### config.mk
export PLATFORM = sky130hd
export DESIGN_NAME = seg_scan_decoder
export DESIGN_NICKNAME = d
export VERILOG_FILES = /design/src/rtl/seg_scan_decoder_pkg.sv /design/src/rtl/seg_scan_decoder_pattern.sv /design/src/rtl/seg_scan_decoder.sv
export SDC_FILE = /design/constraint.sdc
export NUM_CORES = 1
export LEC_CHECK = 0
export ABC_AREA = 1
export CAP_MARGIN = 20
export CELL_PAD_IN_SITES_DETAIL_PLACEMENT = 0
export CELL_PAD_IN_SITES_GLOBAL_PLACEMENT = 2
export CORE_UTILIZATION = 33
export DETAILED_ROUTE_END_ITERATION = 16
export PLACE_DENSITY = 0.77
export SYNTH_ARGS = -nofsm -noshare
export SYNTH_HDL_FRONTEND = slang
export SYNTH_HIERARCHICAL = 1
export SYNTH_SLANG_ARGS = --single-unit
export TNS_END_PERCENT = 100
### constraint.sdc
create_clock -name clk -period 1.8 [get_ports clk]
set_input_delay 0.45 -clock clk [delete_from_list [all_inputs] [get_ports clk]]
set_output_delay 0.45 -clock clk [all_outputs]
set_load 0.005 [all_outputs]
### src/rtl/seg_scan_decoder_pkg.sv
// Shared constants for the seven-segment scan decoder: segment patterns,
// special result codes and the capture-path state encoding.
package seg_scan_pkg;

    localparam logic [6:0] SEG_0     = 7'h3f;
    localparam logic [6:0] SEG_1     = 7'h06;
    localparam logic [6:0] SEG_2     = 7'h5b;
    localparam logic [6:0] SEG_3     = 7'h4f;
    localparam logic [6:0] SEG_4     = 7'h66;
    localparam logic [6:0] SEG_5     = 7'h6d;
    localparam logic [6:0] SEG_6     = 7'h7d;
    localparam logic [6:0] SEG_7     = 7'h07;
    localparam logic [6:0] SEG_8     = 7'h7f;
    localparam logic [6:0] SEG_9     = 7'h6f;
    localparam logic [6:0] SEG_BLANK = 7'h00;

    localparam logic [3:0] CODE_BLANK = 4'hF;
    localparam logic [3:0] CODE_ERR   = 4'hE;

    typedef enum logic [1:0] {
        WAIT    = 2'd0,
        CAPTURE = 2'd1,
        HOLD    = 2'd2,
        PUBLISH = 2'd3
    } state_e;

endpackage

### src/rtl/seg_scan_decoder_pattern.sv
// Combinational lookup from a 7-bit segment pattern (a..g) back to its BCD
// code; blank maps to CODE_BLANK, anything unrecognised to CODE_ERR with err set.
module seg_pattern_decoder
    import seg_scan_pkg::*;
(
    input  logic [6:0] pat_i,
    output logic [3:0] code_o,
    output logic       err_o
);

    always_comb begin
        code_o = CODE_ERR;
        err_o  = 1'b1;
        case (pat_i)
            SEG_0:     begin code_o = 4'd0;       err_o = 1'b0; end
            SEG_1:     begin code_o = 4'd1;       err_o = 1'b0; end
            SEG_2:     begin code_o = 4'd2;       err_o = 1'b0; end
            SEG_3:     begin code_o = 4'd3;       err_o = 1'b0; end
            SEG_4:     begin code_o = 4'd4;       err_o = 1'b0; end
            SEG_5:     begin code_o = 4'd5;       err_o = 1'b0; end
            SEG_6:     begin code_o = 4'd6;       err_o = 1'b0; end
            SEG_7:     begin code_o = 4'd7;       err_o = 1'b0; end
            SEG_8:     begin code_o = 4'd8;       err_o = 1'b0; end
            SEG_9:     begin code_o = 4'd9;       err_o = 1'b0; end
            SEG_BLANK: begin code_o = CODE_BLANK; err_o = 1'b0; end
            default:   begin code_o = CODE_ERR;   err_o = 1'b1; end
        endcase
    end

endmodule

### src/rtl/seg_scan_decoder.sv
// Recovers per-digit BCD values from a multiplexed seven-segment scan bus,
// debouncing each (select, pattern) pair and publishing whole frames atomically.
module seg_scan_decoder
    import seg_scan_pkg::*;
#(
    parameter int DIGITS     = 4,
    parameter int STABLE_CYC = 4
) (
    input  logic                  clk,
    input  logic                  rst_n,
    input  logic [8:0]            seg_in,
    input  logic [DIGITS-1:0]     dig_sel,
    output logic [4*DIGITS-1:0]   bcd_out,
    output logic [DIGITS-1:0]     dp_out,
    output logic [DIGITS-1:0]     digit_err,
    output logic                  frame_valid
);

    localparam logic [7:0] DWELL = 8'(STABLE_CYC);

    logic [7:0]        seg_s1_q;
    logic [DIGITS-1:0] sel_s1_q;
    logic [7:0]        cnt_q, cnt_d;
    state_e            state_q, state_d;
    logic [DIGITS-1:0] seen_q;
    logic [3:0]        shd_code_q [DIGITS];
    logic [DIGITS-1:0] shd_dp_q, shd_err_q;
    logic [4*DIGITS-1:0] bcd_q;
    logic [DIGITS-1:0] dp_q, err_q;
    logic              fv_q;

    logic [3:0] dec_code;
    logic       dec_err;
    logic       chg, clr, hit, full;
    logic       unused_spare;

    assign unused_spare = seg_in[8];

    function automatic logic is_onehot(input logic [DIGITS-1:0] v);
        return (v != '0) && ((v & (v - DIGITS'(1))) == '0);
    endfunction

    seg_pattern_decoder u_dec (
        .pat_i  (seg_s1_q[6:0]),
        .code_o (dec_code),
        .err_o  (dec_err)
    );

    // Compare against what s1 is about to load, so the count tracks how long s1 has held.
    assign chg  = (seg_in[7:0] != seg_s1_q) || (dig_sel != sel_s1_q);
    assign clr  = chg || !is_onehot(dig_sel);
    assign hit  = (cnt_d == DWELL) && (cnt_q != DWELL);
    assign full = &(seen_q | sel_s1_q);

    always_comb begin
        cnt_d = cnt_q;
        if (clr)
            cnt_d = '0;
        else if (cnt_q >= DWELL)
            cnt_d = DWELL;
        else
            cnt_d = cnt_q + 8'd1;
    end

    always_comb begin
        state_d = state_q;
        case (state_q)
            WAIT:    if (hit) state_d = CAPTURE;
            CAPTURE: state_d = full ? PUBLISH : HOLD;
            // A short dwell can mature while publishing; don't drop it.
            PUBLISH: state_d = hit ? CAPTURE : (clr ? WAIT : HOLD);
            HOLD: begin
                if (hit)      state_d = CAPTURE;
                else if (clr) state_d = WAIT;
            end
            default: state_d = WAIT;
        endcase
    end

    always_ff @(posedge clk or negedge rst_n) begin
        if (!rst_n) begin
            seg_s1_q  <= '0;
            sel_s1_q  <= '0;
            cnt_q     <= '0;
            state_q   <= WAIT;
            seen_q    <= '0;
            shd_dp_q  <= '0;
            shd_err_q <= '0;
            for (int i = 0; i < DIGITS; i++) shd_code_q[i] <= CODE_BLANK;
            bcd_q     <= '1;
            dp_q      <= '0;
            err_q     <= '0;
            fv_q      <= 1'b0;
        end else begin
            seg_s1_q <= seg_in[7:0];
            sel_s1_q <= dig_sel;
            cnt_q    <= cnt_d;
            state_q  <= state_d;
            fv_q     <= 1'b0;
            if (state_q == CAPTURE) begin
                seen_q <= seen_q | sel_s1_q;
                for (int i = 0; i < DIGITS; i++) begin
                    if (sel_s1_q[i]) begin
                        shd_code_q[i] <= dec_code;
                        shd_dp_q[i]   <= seg_s1_q[7];
                        shd_err_q[i]  <= dec_err;
                    end
                end
            end else if (state_q == PUBLISH) begin
                seen_q <= '0;
                for (int i = 0; i < DIGITS; i++) bcd_q[4*i +: 4] <= shd_code_q[i];
                dp_q   <= shd_dp_q;
                err_q  <= shd_err_q;
                fv_q   <= 1'b1;
            end
        end
    end

    assign bcd_out     = bcd_q;
    assign dp_out      = dp_q;
    assign digit_err   = err_q;
    assign frame_valid = fv_q;

endmodule

== Word level (Yosys, flattened, before mapping) ==
Cells that the tools add are included.

* Flip-flop bits (word level): 75
* Bits of input ports: 15
* Output and inout bits: 25
* Word-level logic and storage cells: 79

* Add/sub/neg operators: 2
* Magnitude comparators: 1
* Eq/ne operators: 19
* Mux-type cells: 15
* Bitwise operators: 3
* Reductions and logical operators: 18

{| class="wikitable"
|+ Operators with widths
! kind !! count
|-
| $eq A7 B7 Y1 const B || 7
|-
| $pmux W4 S11 || 1
|-
| $mux W8 || 2
|-
| $eq A7 B3 Y1 const B || 2
|-
| $reduce_and A2 Y1 || 6
|-
| $reduce_or A11 Y1 || 1
|-
| $mux W2 || 5
|-
| $add A8 B1 Y8 const B || 1
|-
| $eq A8 B3 Y1 const B || 1
|-
| $ge A8 B3 Y1 const B || 1
|-
| $mux W4 || 2
|-
| $ne A8 B3 Y1 const B || 1
|-
| $ne A8 B8 Y1 || 1
|-
| $pmux W2 S4 || 1
|-
| $eq A7 B6 Y1 const B || 1
|-
| $logic_not A7 Y1 || 1
|-
| $and A4 B4 Y4 || 1
|-
| $eq A2 B2 Y1 const B || 2
|-
| $logic_not A4 Y1 || 1
|-
| $mux W1 || 4
|-
| $ne A4 B4 Y1 || 1
|-
| $or A4 B4 Y4 || 1
|-
| $reduce_and A4 Y1 || 1
|-
| $reduce_bool A4 Y1 || 1
|-
| 10 further kinds || 12
|}

== Longest topological paths before layout ==
* Depth in word-level cells: 11
* Depth in mapped cells: 12
* Gate-level depth less buffers: 12

== Hierarchy ==
The synthesis kept the hierarchy.

{| class="wikitable"
|+ By module, submodules not included
! module !! instances !! cells each !! area an instance (µm²) !! seq. area each (µm²)
|-
| seg_scan_decoder || 1 || 336 || 3025.4 || 1916.8
|-
| seg_pattern_decoder || 1 || 62 || 274.0 || 0.0
|}

== Worst setup path before layout ==
No wires, ideal clock.

* Path kind: in2reg
* Start point: input dig_sel[0]
* End point: register state_q[1]
* Library setup time: 0.118 ns
* Arrival: 1.241 ns
* Data required time: 1.682 ns
* Path slack: 0.440 ns
* Cell stages on the path: 10
* Path buffers: 0
* Cell sequence: nor2_1 -> nor2_1 -> nor2_2 -> nand2_1 -> nor2_4 -> nand3_2 -> nor2_2 -> nand3_2 -> nand3_1 -> nand2_1

* Cells in the longest elaborated chain, start to end: 11

{| class="wikitable"
|+ RTL lines
! what !! line !! RTL
|-
| from (decl) || seg_scan_decoder.sv:12 || <nowiki>input logic [DIGITS-1:0] dig_sel,</nowiki>
|-
| $sub A4 B1 Y4 || seg_scan_decoder.sv:40 || <nowiki>return (v != '0) && ((v & (v - DIGITS'(1))) == '0);</nowiki>
|-
| $and A4 B4 Y4 || seg_scan_decoder.sv:40 ||
|-
| $logic_not A4 Y1 || seg_scan_decoder.sv:40 ||
|-
| $logic_and A1 B1 Y1 || seg_scan_decoder.sv:40 ||
|-
| $logic_not A1 Y1 || seg_scan_decoder.sv:51 || <nowiki>assign clr = chg || !is_onehot(dig_sel);</nowiki>
|-
| $logic_or A1 B1 Y1 * || seg_scan_decoder.sv:51 ||
|-
| $mux W8 || seg_scan_decoder.sv:57 || <nowiki>if (clr)</nowiki>
|-
| $eq A8 B3 Y1 || seg_scan_decoder.sv:52 || <nowiki>assign hit = (cnt_d == DWELL) && (cnt_q != DWELL);</nowiki>
|-
| $logic_and A1 B1 Y1 || seg_scan_decoder.sv:52 ||
|-
| $mux W2, or another cell as far along || seg_scan_decoder.sv:73 || <nowiki>if (hit) state_d = CAPTURE;</nowiki>
|-
| $pmux W2 S4 / $reduce_and A2 Y1 (equally long branches) || - ||
|-
| to (signal assigned) || seg_scan_decoder.sv:98 || <nowiki>state_q <= state_d;</nowiki>
|-
| to (decl) || seg_scan_decoder.sv:24 || <nowiki>state_e state_q, state_d;</nowiki>
|}

Mark *: on every way between the ends. The rest lies on a longest branch, timed or not.
A chain may end at the register's enable or synchronous reset.

== Worst setup path after layout ==
* Start point: register dp_q[3], in the netlist dp_out[3]
* End point: output dp_out[3]

{| class="wikitable"
|+ RTL lines
! what !! line !! RTL
|-
| from (decl) || seg_scan_decoder.sv:29 || <nowiki>logic [DIGITS-1:0] dp_q, err_q;</nowiki>
|-
| from (signal assigned) || seg_scan_decoder.sv:112 || <nowiki>dp_q <= shd_dp_q;</nowiki>
|-
| to (decl) || seg_scan_decoder.sv:14 || <nowiki>output logic [DIGITS-1:0] dp_out,</nowiki>
|}

No word-level cell between the ends.

==> reports/results.ini <==
[status]
status=finished, final reports clean

[place]
gp_congestion=0.772
numPortBuffers=38
place_area_um2=3870
hpwl_mm=4.63

[cells_and_area]
fin_area_um2=4050
layout-drive-gt1-share_pct=16.3
syn_to_final_growth_pct=22.6
layout_commonest_cell=nand2_1
layout_common_cells=nand2_1, inv_1, dfrtp_1
final_util_pct=41.6
nNetsFinal=465
num_antenna_cells=0

[critical_path]
cpMaxStageDelayCell=clkdlybuf4s50_1
critPathRequiredTime_ps=1350
crit_type=flop to output pin
worst-path-max-fanout=2
cp.arrival_ps=1190
critPathTopFamily=buffers and inverters
worstSetupStartpointType=flop
crit_chain=clkdlybuf4s50_1
worstPathBufferInverterCount=1
endpoint_kind=output pin
slowest_delay_ps=500

[synth]
synthAdderAreaFrac_pct=0.758
ys.warnings.count=6
post_synth.cell_area_avg_um2=8.29
netlist_top_cells_area=dfrtp_1, dfstp_2, nand2_1, inv_1, nor2_1
synth-xor-area-share_pct=0.265
syn_area_um2=3300
syn_inst=398
ys_ff_latch=75
synth-compound-area-share_pct=5.31
ys_types=26
synth_top_family_by_area=simple AND/OR/NAND/NOR gates
synth_top_area_share_pct=32.6
synth.yosys.seq_area_share_pct=58.1
yosys.area_share.simple_pct=28.4
synth.area.mux_share_pct=0
yosysTopAreaCell=dfrtp_1

[cts]
clk_latency_ps=340
clockBufferDepth=2
tritoncts=done
cts_made_buffers=9
htree_levels=3
cts_setup_buffers=0
cts_sinks=75
clk_pin_slew_ps=80
clock_tree.root_cell=clkbuf_8

[sta]
slew_viol_final=0
worst_pin_slew_ps=512
rsz0062_at_grt=no
period_share_pct=91.2
setup-tns-final_ps=0
slew-limit-headroom_pct=65.8
skew_ps=13.8
fmax_ghz=0.609
hold_ws_ps=48.8
min_period_ps=1640
setup_viol=0
hold_violations=0

[pwr]
internal-power_w=0.00250
clock_power_share_pct=37.2
irDropWorstVdd_uv=294
combPwrFrac_pct=7.1
power.total_w=0.00329
p_sw_share_pct=24.0
p_leak_nw=2.13
p_per_area_nw_per_um2=813
p_seq_share_pct=55.8
p_sw_w=0.000789

[routing]
ant_nets=0
viasPerCell=4.18
drc_errors=0
vias=2451
wirelength_mm=6.42
routedWlPerCell_um=11.0
drt_iter0_markers=61
dr.pass1.iters=4

[floorplan]
core-area_um2=9730
pin_count=40
die_w_um=102
die_area_um2=10400
num_rows=36
fp.dieH_um=102
start_util_pct=33.9

[global_routing]
gr-usage-met2_pct=21.5
grt_usage_pct=14.0
grt_max_degree=41
grt-ovfl-total=0
grt_pass1_wl_mm=11.1
antenna_found_initial=0
met1_usage_pct=19.4
grtUsageMet3_pct=2.53
grt_pass1_vias=2268
grt_busiest_layer=met2

[hold_path]
hp-class=input port to async pin

[run]
cap_violations=0

[metrics by stage]
stage | std cells | worst slack (ps)
final | 586 | 158
after global routing | 586 | 10.2
after CTS | 586 | 122
after detailed placement | 570 | -239
after global placement | 570 | -210
after floorplan | 402 | 440
[final timing paths]
path / startpoint / cells after the start / slack (ps) / end
worst max-delay path: dp_out[3] / 1 / 160 / dp_out[3]
worst min-delay path: rst_n / 1 / 50 / dp_out[0]
min in group clk: shd_code_q[2] / 2 / 450 / bcd_out[14]
worst min register to register: shd_code_q[2] / 2 / 450 / bcd_out[14]
max in group asynchronous: rst_n / 2 / 1100 / shd_code_q[4]
worst max register to register: seg_s1_q[5] / 10 / 250 / shd_err_q[3]
[flip-flops by register name, indices dropped and copies added, names as in the netlist]
signal and flops:
bcd_out 16, cnt_q 8, digit_err 4, dp_out 4, frame_valid 1, seen_q 4
seg_s1_q 8, sel_s1_q 4, shd_code_q 16, shd_dp_q 4, shd_err_q 4, state_q 2
[timing repair]
action                     CTS  global route
setup endpoints to repair   16             1
hold buffers                 0             0
resized for setup           16             1
[power by group through the flow]
stage,clock network (W),logic [W],registers [W]
4_1_cts,0.00128,0.000237,0.00183
3_3_place_gp,0,0.000233,0.00186
6_report,0.00122,0.000232,0.00183
5_1_grt,0.00134,0.000274,0.00185
3_5_place_dp,0,0.000236,0.00186
2_1_floorplan,0,0.000133,0.00185
[final cells by class]
cell class | count | area (µm²)
flip-flops and latches | 75 | 1920
clock inverters | 3 | 21.3
inverters | 51 | 191
fillers | 1044 | 5680
repair buffers | 44 | 413
well taps | 133 | 166
multi-input cells | 267 | 1170
clock buffers | 13 | 170
[synth_stat cells]
library cell and count:
nand3_1 9, nor4_1 1, nand4_1 2, buf_2 7, dfrtp_1 43, xnor2_1 1
a211oi_1 1, nand3_2 3, inv_1 48, nor2_4 3, ha_1 2, nand2_2 5
nand2_1 160, conb_1 1, o21ai_2 1, a21oi_1 1, clkbuf_1 2, nor2_2 4
dfstp_2 32, nand3b_1 1, o21ai_0 5, nor2_1 37, a21oi_2 1, nor3_1 1
o21ai_1 24, inv_2 3
[kinds of logic after synthesis]
kind of cell,count (synthesis)
flops,75
fa+ha+maj,2
buf+inv,60
simple gates,226
compound gates,33
other cells,1
xor+xnor,1
[layer usage]
| layer | share of wire (%) | wire length [µm] |
|---|---|---|
| met1 | 51 | 3290 |
| met2 | 44 | 2850 |
| met3 | 2.8 | 182 |
| met4 | 1.5 | 99 |
| met5 | 0 | 0 |
Power figures use the tool's default switching activity.
